$ cat src/rtl/mire_pkg.sv
// mire_pkg -- shared types and helpers for the framebuffer test-pattern writer.
//
// Contents:
//   state_t     : writer FSM states (IDLE, WRITE, HOLD)
//   WHITE       : colour of the grid lines and the frame border (0x00RRGGBB)
//   BLUE_LEVEL  : constant blue component used inside the grid cells
//   pix()       : pattern colour for pixel (x, y) of an hdisp x vdisp frame,
//                 with grid lines every 2**grid pixels
package mire_pkg;

    typedef enum logic [1:0] {
        IDLE  = 2'd0,
        WRITE = 2'd1,
        HOLD  = 2'd2
    } state_t;

    localparam logic [31:0] WHITE      = 32'h00FF_FFFF;
    localparam logic [7:0]  BLUE_LEVEL = 8'h80;

    // Grid lines where the low 'grid' bits of x or y are zero, plus a one-pixel
    // border on the right and bottom edges. Inside the cells red follows x and
    // green follows y, so a misplaced pixel is easy to spot on screen.
    function automatic logic [31:0] pix(
        input logic [31:0] x,
        input logic [31:0] y,
        input int          hdisp,
        input int          vdisp,
        input int          grid
    );
        logic [31:0] mask;
        logic [31:0] result;
        mask = (32'd1 << grid) - 32'd1;
        if (((x & mask) == 32'd0) || ((y & mask) == 32'd0) ||
            (x == 32'(hdisp - 1)) || (y == 32'(vdisp - 1))) begin
            result = WHITE;
        end else begin
            result = {8'h00, x[7:0], y[7:0], BLUE_LEVEL};
        end
        return result;
    endfunction

endpackage

$ cat src/rtl/wshb_mire_writer.sv
// wshb_mire_writer -- Wishbone master that paints a test pattern into the
// SDRAM framebuffer read by the VGA reader (one 32-bit 0x00RRGGBB word per
// pixel at byte address 4*(y*HDISP+x)).
//
// Writes are issued as classic Wishbone cycles in bursts of at most BURST
// accepted writes; cyc is then dropped for PAUSE cycles so the arbiter can
// hand the bus to the VGA reader.
//
// Ports:
//   clk, rst      : clock, synchronous active-high reset
//   start         : one-cycle request to write one full frame (ignored while busy)
//   busy          : frame in progress
//   done          : one-cycle pulse after the last write was acknowledged
//   wshb_*        : Wishbone master interface (write-only; wshb_dat_sm unused)
module wshb_mire_writer
    import mire_pkg::*;
#(
    parameter int HDISP = 800,
    parameter int VDISP = 480,
    parameter int BURST = 64,
    parameter int PAUSE = 16,
    parameter int GRID  = 4
) (
    input  logic        clk,
    input  logic        rst,
    input  logic        start,
    output logic        busy,
    output logic        done,
    output logic [31:0] wshb_adr,
    output logic [31:0] wshb_dat_ms,
    output logic [3:0]  wshb_sel,
    output logic        wshb_we,
    output logic        wshb_cyc,
    output logic        wshb_stb,
    output logic [2:0]  wshb_cti,
    output logic [1:0]  wshb_bte,
    input  logic        wshb_ack,
    input  logic [31:0] wshb_dat_sm
);

    localparam int XW = (HDISP > 1) ? $clog2(HDISP) : 1;
    localparam int YW = (VDISP > 1) ? $clog2(VDISP) : 1;
    localparam int BW = $clog2(BURST + 1);
    localparam int PW = $clog2(PAUSE + 1);

    localparam logic [XW-1:0] X_LAST     = XW'(HDISP - 1);
    localparam logic [YW-1:0] Y_LAST     = YW'(VDISP - 1);
    localparam logic [BW-1:0] BEAT_LAST  = BW'(BURST - 1);
    localparam logic [PW-1:0] PAUSE_INIT = PW'(PAUSE);

    state_t         state_reg, state_next;
    logic [XW-1:0]  x_reg, x_next;
    logic [YW-1:0]  y_reg, y_next;
    logic [BW-1:0]  beat_reg, beat_next;
    logic [PW-1:0]  pause_reg, pause_next;
    logic [31:0]    adr_reg, adr_next;
    logic [31:0]    dat_reg, dat_next;
    logic           cyc_reg, cyc_next;
    logic           stb_reg, stb_next;
    logic           we_reg, we_next;
    logic           busy_reg, busy_next;
    logic           done_reg, done_next;

    // Coordinates of the pixel following the current one (raster order).
    logic [XW-1:0]  x_adv;
    logic [YW-1:0]  y_adv;
    logic           last_pix;
    logic           burst_end;
    logic           accept_start;

    // The done cycle still belongs to the finishing frame, so a start seen
    // then is dropped just like one seen while busy.
    assign accept_start = start && !done_reg;
    assign last_pix     = (x_reg == X_LAST) && (y_reg == Y_LAST);
    assign burst_end    = (beat_reg == BEAT_LAST);

    always_comb begin
        x_adv = x_reg + XW'(1);
        y_adv = y_reg;
        if (x_reg == X_LAST) begin
            x_adv = '0;
            y_adv = y_reg + YW'(1);
        end
    end

    // State register and all registered outputs.
    always_ff @(posedge clk) begin
        if (rst) begin
            state_reg <= IDLE;
            x_reg     <= '0;
            y_reg     <= '0;
            beat_reg  <= '0;
            pause_reg <= '0;
            adr_reg   <= '0;
            dat_reg   <= '0;
            cyc_reg   <= 1'b0;
            stb_reg   <= 1'b0;
            we_reg    <= 1'b0;
            busy_reg  <= 1'b0;
            done_reg  <= 1'b0;
        end else begin
            state_reg <= state_next;
            x_reg     <= x_next;
            y_reg     <= y_next;
            beat_reg  <= beat_next;
            pause_reg <= pause_next;
            adr_reg   <= adr_next;
            dat_reg   <= dat_next;
            cyc_reg   <= cyc_next;
            stb_reg   <= stb_next;
            we_reg    <= we_next;
            busy_reg  <= busy_next;
            done_reg  <= done_next;
        end
    end

    // Next-state logic.
    always_comb begin
        state_next = state_reg;
        case (state_reg)
            IDLE: begin
                if (accept_start) begin
                    state_next = WRITE;
                end
            end
            WRITE: begin
                // Frame completion takes priority over the burst limit.
                if (wshb_ack) begin
                    if (last_pix) begin
                        state_next = IDLE;
                    end else if (burst_end) begin
                        state_next = HOLD;
                    end
                end
            end
            HOLD: begin
                if (pause_reg == PW'(1)) begin
                    state_next = WRITE;
                end
            end
            default: state_next = IDLE;
        endcase
    end

    // Next values of counters and registered outputs. Everything holds by
    // default, which keeps adr/dat stable while a write waits for ack.
    always_comb begin
        x_next     = x_reg;
        y_next     = y_reg;
        beat_next  = beat_reg;
        pause_next = pause_reg;
        adr_next   = adr_reg;
        dat_next   = dat_reg;
        cyc_next   = cyc_reg;
        stb_next   = stb_reg;
        we_next    = we_reg;
        busy_next  = busy_reg;
        done_next  = 1'b0;
        case (state_reg)
            IDLE: begin
                if (accept_start) begin
                    x_next    = '0;
                    y_next    = '0;
                    beat_next = '0;
                    adr_next  = '0;
                    dat_next  = pix(32'd0, 32'd0, HDISP, VDISP, GRID);
                    cyc_next  = 1'b1;
                    stb_next  = 1'b1;
                    we_next   = 1'b1;
                    busy_next = 1'b1;
                end
            end
            WRITE: begin
                if (wshb_ack) begin
                    if (last_pix) begin
                        cyc_next  = 1'b0;
                        stb_next  = 1'b0;
                        we_next   = 1'b0;
                        adr_next  = '0;
                        busy_next = 1'b0;
                        done_next = 1'b1;
                    end else begin
                        x_next    = x_adv;
                        y_next    = y_adv;
                        adr_next  = adr_reg + 32'd4;
                        dat_next  = pix(32'(x_adv), 32'(y_adv), HDISP, VDISP, GRID);
                        beat_next = beat_reg + BW'(1);
                        if (burst_end) begin
                            cyc_next   = 1'b0;
                            stb_next   = 1'b0;
                            we_next    = 1'b0;
                            beat_next  = '0;
                            pause_next = PAUSE_INIT;
                        end
                    end
                end
            end
            HOLD: begin
                pause_next = pause_reg - PW'(1);
                if (pause_reg == PW'(1)) begin
                    cyc_next = 1'b1;
                    stb_next = 1'b1;
                    we_next  = 1'b1;
                end
            end
            default: begin
                cyc_next  = 1'b0;
                stb_next  = 1'b0;
                we_next   = 1'b0;
                busy_next = 1'b0;
            end
        endcase
    end

    assign busy        = busy_reg;
    assign done        = done_reg;
    assign wshb_adr    = adr_reg;
    assign wshb_dat_ms = dat_reg;
    assign wshb_cyc    = cyc_reg;
    assign wshb_stb    = stb_reg;
    assign wshb_we     = we_reg;
    // Classic single cycles only, all four bytes written.
    assign wshb_sel    = 4'b1111;
    assign wshb_cti    = 3'b000;
    assign wshb_bte    = 2'b00;

    // Read data is never used by a write-only master.
    logic unused_dat_sm;
    assign unused_dat_sm = ^wshb_dat_sm;

endmodule
$ cat config.mk
export PLATFORM = sky130hd
export DESIGN_NAME = wshb_mire_writer
export DESIGN_NICKNAME = d
export VERILOG_FILES = /design/src/rtl/mire_pkg.sv /design/src/rtl/wshb_mire_writer.sv
export SDC_FILE = /design/constraint.sdc
export NUM_CORES = 1
export LEC_CHECK = 0
export CAP_MARGIN = 15
export CORE_MARGIN = 4
export CORE_UTILIZATION = 40
export CTS_CLUSTER_SIZE = 10
export DETAILED_ROUTE_END_ITERATION = 8
export GPL_TIMING_DRIVEN = 0
export PLACE_DENSITY_LB_ADDON = 0.08
export SYNTH_ARGS = -nofsm -noshare
export SYNTH_HDL_FRONTEND = slang
export SYNTH_SLANG_ARGS = --single-unit
$ cat constraint.sdc
create_clock -name clk -period 4.6 [get_ports clk]
set_input_delay 1.38 -clock clk [delete_from_list [all_inputs] [get_ports clk]]
set_output_delay 1.38 -clock clk [all_outputs]
set_load 0.02 [all_outputs]
==> results_dict.tcl, run 1 <==
set metrics [dict create \
    path_buf_inv 2 \
    ys_ff_latch 84 \
    synth_top_area_share_pct 37.3 \
    diodes 0 \
    cts_max_level 3 \
    end_kind "flip-flop" \
    cts_sinks 84 \
    cts_setup_buffers 0 \
    min_period_over_period_pct 80.7 \
    min_from "wshb_dat_ms[7]" \
    yosysWarningCount 0 \
    drt_wl_total_mm 11.4 \
    start_util_pct 41.2 \
    outcome "finished clean" \
    synth_area_mm2 0.00451 \
    crit_arrival_ns 3.91 \
    overflow 0 \
    pin_count 114 \
    path_cells "clkdlybuf4s50_1, or3b_2, a21oi_2, o21ai_2, nor3_2, o41a_1, buf_6, a311oi_2" \
    worst_pin_slew_ns 0.793 \
    slew_violations 0 \
    portBuffers 62 \
    first_pass_iters 4 \
    die_x_um 114 \
    cts_buffer_depth 2 \
    ys_types 61 \
    fin_crit_ns 3.71 \
    r2r_start "x_reg[0]" \
    cts_resized 0 \
    synth_top_cell_by_area "dfxtp_1" \
    synthTopCellsByArea "dfxtp_1, nor2_1, buf_4" \
    cp.required_ns 4.80 \
    postCtsHoldBufs 0 \
    hp-class "reg2reg" \
    critPathKind "in2reg" \
    grt_pass1_wl_mm 19.1 \
    critPathTopFamily "compound AO/OA/AOI/OAI gates" \
    synthCells 550 \
    grt_pass1_vias 3910 \
    drtIter0Drc 162 \
    drtAntennaViolNets 0 \
    drive_gt1_share_pct 11.8 \
    via_per_inst 5.23 \
    die_area_mm2 0.0130 \
    synth-edff-count 0 \
    die_h_um 114 \
    dp_hpwl_mm 8.50 \
    core_mm2 0.0109 \
    drc_errors 0 \
    critPathSlowestCell "or3b_2" \
    yosysSeqAreaShare_pct 37.3 \
    syn_to_final_growth_pct 25.5 \
    skew_ns 0.00782 \
    largest_reg_flops 30 \
    start_kind "input port" \
    setup_tns_ns 0 \
    ir_worst_vdd_v 0.000219 \
    max_freq_ghz 0.270 \
    grt_antenna_before_repair 0 \
    maxCapViolCount 0 \
    synth.top_cells.by_count "nor2_1, dfxtp_1, nand2_1" \
    grt_use_total_pct 18.1 \
    setup_viol 0 \
    cts-root-buf "clkbuf_16" \
    cpPeakStageDelay_ns 0.50 \
    wl_per_cell_um 14.5 \
    numCtsBuffers 9 \
    cts_tree "yes" \
    synthFlopType "dfxtp_1" \
    leakage_nw 2.00 \
    num_vias 4093 \
    finalHoldViolations 0 \
    placement_rows 38 \
    final_util_pct 51.8 \
    async_flop_share_pct 0 \
    pwr_density_cell_mw_per_mm2 379 \
    crit_path_max_fanout 10 \
    rsz0062_at_grt "no" \
    relSlewSlack_pct 46.8 \
    insertion_delay_ns 0.34 \
    fin_nets 683 \
    syn_area_per_cell_um2 8.20 \
    path_clk_slew_ns 0.06 \
    startpoint "start" \
    grt_max_degree 13 \
    gp_congestion 0.794 \
    yosysMostFrequentCell "nor2_1" \
]
-- power breakdown --
| group | switching (mW) | internal (mW) | total [mW] | leakage (nW) |
|---|---|---|---|---|
| sequential | 0.0374 | 0.780 | 0.817 | 0.683 |
| clock | 0.283 | 0.444 | 0.726 | 0.145 |
| combinational | 0.360 | 0.244 | 0.604 | 1.17 |
-- per-stage QoR --
stage                     worst slack, ns  instance area, um2  total power [mW]  std cells  hold WS (ns)
after floorplan                      1.49                4570              1.22        567         0.458
after global placement              0.552                5370              1.43        769         0.459
after detailed placement            0.547                5370              1.44        769         0.462
after CTS                           0.894                5660              2.17        783         0.475
after global routing                0.727                5660              2.26        783         0.506
final                               0.890                5660              2.15        783         0.471
-- final cells by class --
| type | instances | area [um2] |
|---|---|---|
| plain buffers | 58 | 353 |
| clock buffers | 12 | 256 |
| clock inverters | 2 | 35.0 |
| fillers | 1082 | 5280 |
| inverters | 10 | 37.5 |
| multi-input cells | 415 | 2500 |
| flip-flops and latches | 84 | 1680 |
| well taps | 140 | 175 |
| repair buffers | 62 | 621 |
-- layer usage --
layer / global-route usage, % / wire, um
met1: 25.3 / 5670
met2: 28.0 / 5110
met3: 4.02 / 490
met4: 5.23 / 93
met5: 0 / 0
-- placed cells by master (no fill, tap or decap), types with 10 or more instances in the layout --
cell type        synthesis  routed
nor2_1                  91      91
conb_1                   2      19
o21ai_0                 22      22
nand4_1                 13      13
nor3_1                  12      12
dfxtp_1                 84      84
clkbuf_1                18      19
buf_4                   29      29
xnor2_1                 21      21
a21oi_1                 35      35
xor2_1                  19      19
nand2_1                 40      40
clkdlybuf4s50_1          0      62
nand3_1                 19      19
inv_1                   10      10
-- path summary, 6_finish.rpt --
check	end	slack [ns]	cells after the start
worst min register to register	wshb_dat_ms[7]	0.47	2
worst min-delay path	wshb_dat_ms[7]	0.47	2
worst max-delay path	wshb_dat_ms[23]	0.89	8
worst max register to register	y_reg[4]	1.49	10
-- cells by family (layout without fill, tap and decap cells) --
| logic type | Yosys count | in the layout | share of synthesized area (%) |
|---|---|---|---|
| XOR/XNOR | 40 | 40 | 7.77 |
| AND/OR/NAND/NOR | 238 | 238 | 26.8 |
| multiplexers | 1 | 1 | 0.222 |
| other | 2 | 19 | 0.167 |
| AO/OA/AOI/OAI | 110 | 110 | 17.2 |
| adder cells (fa/ha/maj) | 7 | 7 | 1.94 |
| buffers and inverters | 68 | 144 | 8.66 |
| flip-flops | 84 | 84 | 37.3 |
-- worst register-to-register path, delay by kind of cell, from the launching register on --
kind / cells / cell delay (ns)
adder cells (fa/ha/maj): 1 / 0.33
flip-flops: 1 / 0.38
AND/OR/NAND/NOR: 4 / 0.57
buffers and inverters: 3 / 0.87
AO/OA/AOI/OAI: 2 / 0.84
No activity file was read; power rests on OpenSTA's default activity.
==> run 2, diff against run 1 <==
==> constraint.sdc (replaced) <==
create_clock -name clk -period 3 [get_ports clk]
set_input_delay 0.9 -clock clk [delete_from_list [all_inputs] [get_ports clk]]
set_output_delay 0.9 -clock clk [all_outputs]
set_load 0.02 [all_outputs]
==> results_dict.tcl, run 2 (same netlist as run 1, synthesis figures left out) <==
set metrics [dict create \
    via_per_inst 5.28 \
    grt_pass1_wl_mm 19.2 \
    hp-class "reg2reg" \
    leakage_nw 2.02 \
    power_mw 3.31 \
    slew_violations 0 \
    portBuffers 62 \
    diodes 0 \
    cts_sinks 84 \
    rsz0062_at_grt "yes" \
    overflow 0 \
    largest_reg_flops 30 \
    fin_crit_ns 2.90 \
    setup_viol 0 \
    outcome "finished clean" \
    setup_tns_ns 0 \
    place_area_mm2 0.00537 \
    worst_pin_slew_ns 0.660 \
    skew_ns 0.00737 \
    num_vias 4147 \
    grt_use_total_pct 18.1 \
    grt_antenna_before_repair 0 \
    core_mm2 0.0109 \
    max_freq_ghz 0.345 \
    start_util_pct 41.2 \
    maxCapViolCount 0 \
    crit_arrival_ns 3.10 \
    cts_max_level 3 \
    drt_wl_total_mm 11.4 \
    pin_count 114 \
    min_period_over_period_pct 96.6 \
    syn_to_final_growth_pct 27.2 \
    layout.cells.most_common "nor2_1" \
    drc_errors 0 \
    die_area_mm2 0.0130 \
    drtIter0Drc 171 \
    crit_path_max_fanout 10 \
    layout_common_cells "nor2_1, dfxtp_1, clkdlybuf4s50_1" \
    first_pass_iters 4 \
    finalHoldViolations 0 \
    grt_max_degree 13 \
    drive_gt1_share_pct 13.0 \
    die_h_um 114 \
    end_kind "flip-flop" \
    final_cell_area_mm2 0.00573 \
    whs_ns 0.471 \
    dp_hpwl_mm 8.50 \
    placement_rows 38 \
    drtAntennaViolNets 0 \
    numCtsBuffers 9 \
    relSlewSlack_pct 56.0 \
    start_kind "input port" \
    pwr_density_cell_mw_per_mm2 578 \
    gp_congestion 0.794 \
    path_cells "clkdlybuf4s50_1, or3b_2, a21oi_4, o21ai_2, nor3_4, o41a_1, buf_6, a311oi_2" \
    path_clk_slew_ns 0.06 \
    fillers 1072 \
    cp.required_ns 3.20 \
    cpPeakStageDelay_ns 0.54 \
    critPathSlowestCell "or3b_2" \
    ir_worst_vdd_v 0.000336 \
    cts_tree "yes" \
    cts_buffer_depth 2 \
    fin_nets 685 \
    critPathKind "in2reg" \
    wl_per_cell_um 14.5 \
    grt_pass1_vias 3925 \
    insertion_delay_ns 0.34 \
    cts-root-buf "clkbuf_16" \
    die_x_um 114 \
]
run 2: changes by cell type in the layout (fill, tap and decap cells not counted), moves of 2 or more:
cell	delta
clkbuf_4	+2
clkbuf_2	+2
buf_4	+2
clkbuf_1	-3
run 2: final cells by class:
cell class	count	area, um2	area share [%]
plain buffers	58	362	6.31
clock buffers	12	256	4.47
clock inverters	2	35.0	0.611
inverters	10	37.5	0.655
multi-input cells	415	2550	44.5
flip-flops and latches	84	1680	29.3
well taps	140	175	3.05
repair buffers	64	636	11.1
run 2: worst max-delay path, delay by kind of cell:
kind                   cells  cell delay (ns)
buffers and inverters      2             0.65
AND/OR/NAND/NOR            2             0.76
AO/OA/AOI/OAI              4             0.78
run 2: power breakdown:
| group | switching, mW | total, mW | internal (mW) |
|---|---|---|---|
| logic | 0.565 | 0.951 | 0.386 |
| registers | 0.0572 | 1.25 | 1.20 |
| clock network | 0.429 | 1.11 | 0.680 |
| total | 1.05 | 3.31 | 2.26 |
run 2: worst paths after layout:
kind                           to  depth (start not counted)           start  slack [ns]
setup / recovery  wshb_dat_ms[13]                          8           start        0.10
hold / removal     wshb_dat_ms[7]                          2  wshb_dat_ms[7]        0.47
setup reg to reg      beat_reg[6]                          7        y_reg[1]        0.26
hold reg to reg    wshb_dat_ms[7]                          2  wshb_dat_ms[7]        0.47
run 2: layer usage:
metal | track usage, % | part of all wire, % | vias to the layer above
li1 | - | - | 2080
met1 | 25.2 | 48 | 1967
met2 | 28.2 | 46 | 93
met3 | 4.02 | 4.8 | 7
met4 | 5.23 | 0.91 | 0
met5 | 0 | 0 | -
run 2: stage by stage:
stage	setup slack (ns)	utilization, %	instances
2_1_floorplan	0.374	-	567
3_3_place_gp	-0.568	49.1	769
3_5_place_dp	-0.573	49.1	769
4_1_cts	0.0508	52.0	784
5_1_grt	-0.0118	52.4	785
6_report	0.102	52.4	785
run 2: what timing repair did:
action,CTS,global route
setup buffers,1,1
pin swaps,0,0
gates resized for setup,5,10
cloned,0,0
endpoints found under the setup margin,44,28
hold buffers,0,0
==> run 3, diff against run 2 <==
--- a/config.mk
+++ b/config.mk
@@ -6,12 +6,12 @@
 export NUM_CORES = 1
 export LEC_CHECK = 0
 export CAP_MARGIN = 15
-export CORE_MARGIN = 4
 export CORE_UTILIZATION = 40
 export CTS_CLUSTER_SIZE = 10
 export DETAILED_ROUTE_END_ITERATION = 8
 export GPL_TIMING_DRIVEN = 0
 export PLACE_DENSITY_LB_ADDON = 0.08
+export SLEW_MARGIN = 5
 export SYNTH_ARGS = -nofsm -noshare
 export SYNTH_HDL_FRONTEND = slang
 export SYNTH_SLANG_ARGS = --single-unit
==> results_dict.tcl, run 3 (same netlist as run 1, synthesis figures left out) <==
set metrics [dict create \
    outcome "finished clean" \
    drt_wl_total_mm 11.2 \
    ir_worst_vdd_v 0.000317 \
    core_mm2 0.0109 \
    die_h_um 108 \
    numCtsBuffers 9 \
    max_freq_ghz 0.344 \
    worst_pin_slew_ns 0.712 \
    placed_cells 769 \
    top_layer "met4" \
    rsz0062_at_grt "no" \
    die_x_um 108 \
    overflow 0 \
    drtIter0Drc 174 \
    multi_input_area_mm2 0.00253 \
    largest_reg_flops 30 \
    diodes 0 \
    first_pass_iters 5 \
    cts_buffer_depth 2 \
    critPathKind "in2reg" \
    pwr_density_cell_mw_per_mm2 536 \
    cts_tree "yes" \
    insertion_delay_ns 0.36 \
    layout_common_cells "nor2_1, dfxtp_1, clkdlybuf4s50_1" \
    setup_viol 0 \
    dp_hpwl_mm 8.03 \
    hp-class "reg2reg" \
    grt_use_total_pct 19.6 \
    fillers 1078 \
    maxCapViolCount 0 \
    dp_slack_ns -0.500 \
    via_per_inst 5.26 \
    path_clk_slew_ns 0.08 \
    cts_max_level 3 \
    wl_met3_um 529 \
    pin_count 114 \
    crit_path_max_fanout 10 \
    seq_area_mm2 0.00168 \
    wl_per_cell_um 14.2 \
    placement_rows 38 \
    start_util_pct 41.4 \
    crit_arrival_ns 3.13 \
    postCtsHoldBufs 0 \
    setup_tns_ns 0 \
    wl_met2_mm 5.17 \
    min_period_over_period_pct 96.8 \
    finalNonFillerCells 786 \
    cts_sinks 84 \
    grt_pass1_vias 3664 \
    portBuffers 62 \
    fin_nets 684 \
    num_vias 4136 \
    finalHoldViolations 0 \
    skew_ns 0.00580 \
    slew_violations 0 \
    grt_pass1_wl_mm 17.9 \
    wl_met1_mm 5.30 \
    cp.required_ns 3.23 \
    fin_crit_ns 2.90 \
    end_kind "flip-flop" \
    drc_errors 0 \
    drive_gt1_share_pct 12.5 \
    drtAntennaViolNets 0 \
    setup_ws_ns 0.0952 \
    gp_congestion 0.835 \
    cts-root-buf "clkbuf_8" \
    start_kind "input port" \
    die_area_mm2 0.0117 \
    layout.cells.most_common "nor2_1" \
    relSlewSlack_pct 52.3 \
    grt_antenna_before_repair 0 \
    power_mw 3.00 \
    syn_to_final_growth_pct 24.3 \
    leakage_nw 1.97 \
    grt_max_degree 13 \
]
-- run 3: cell count changes in the layout (fill, tap and decap cells not counted), moves of 2 or more --
cell and delta:
clkbuf_8 +12, clkbuf_16 -9, clkbuf_1 +2, clkbuf_4 -2
-- run 3: critical path, cell delays in order --
cell and delay (ns):
clkdlybuf4s50_1 0.46, or3b_2 0.52, a21oi_4 0.26, o21ai_2 0.19
nor3_4 0.28, o41a_1 0.24, buf_6 0.18, a311oi_2 0.10
-- run 3: worst paths after layout --
path	from	to	slack, ns	cells past startpoint
setup / recovery	start	wshb_dat_ms[13]	0.1	8
setup reg to reg	x_reg[0]	y_reg[5]	0.21	10
hold reg to reg	wshb_dat_ms[7]	wshb_dat_ms[7]	0.47	2
hold / removal	wshb_dat_ms[7]	wshb_dat_ms[7]	0.47	2
-- run 3: timing repair --
item | in CTS | in global routing
buffers inserted | 1 | 0
gates resized for setup | 3 | 4
setup endpoints to repair | 30 | 32
-- run 3: area by class of cell --
type	count	share of cell area (%)
multi-input combinational	415	45.1
sequential	84	30.0
timing repair buffer	63	11.2
buffer	58	6.34
clock buffer	16	3.57
tap	140	3.13
inverter	10	0.670
-- run 3: stage by stage --
step	hold slack, ns	area (um2)	util [%]
floorplan	0.458	4570	-
finish	0.474	5600	51.5
CTS	0.479	5590	51.3
global placement	0.452	5370	49.3
global route	0.487	5600	51.5
detailed placement	0.460	5370	49.3
-- run 3: routing by layer --
| metal | track usage (%) | up-vias |
|---|---|---|
| li1 | - | 2076 |
| met1 | 26.6 | 1927 |
| met2 | 31.1 | 120 |
| met3 | 2.53 | 13 |
| met4 | 8.61 | 0 |
| met5 | 0 | - |
-- run 3: where the power goes --
| part | switching [mW] | leakage [nW] | internal (mW) |
|---|---|---|---|
| clock | 0.400 | 0.103 | 0.416 |
| combinational | 0.555 | 1.18 | 0.381 |
| sequential | 0.0564 | 0.683 | 1.19 |
| total | 1.01 | 1.97 | 1.99 |
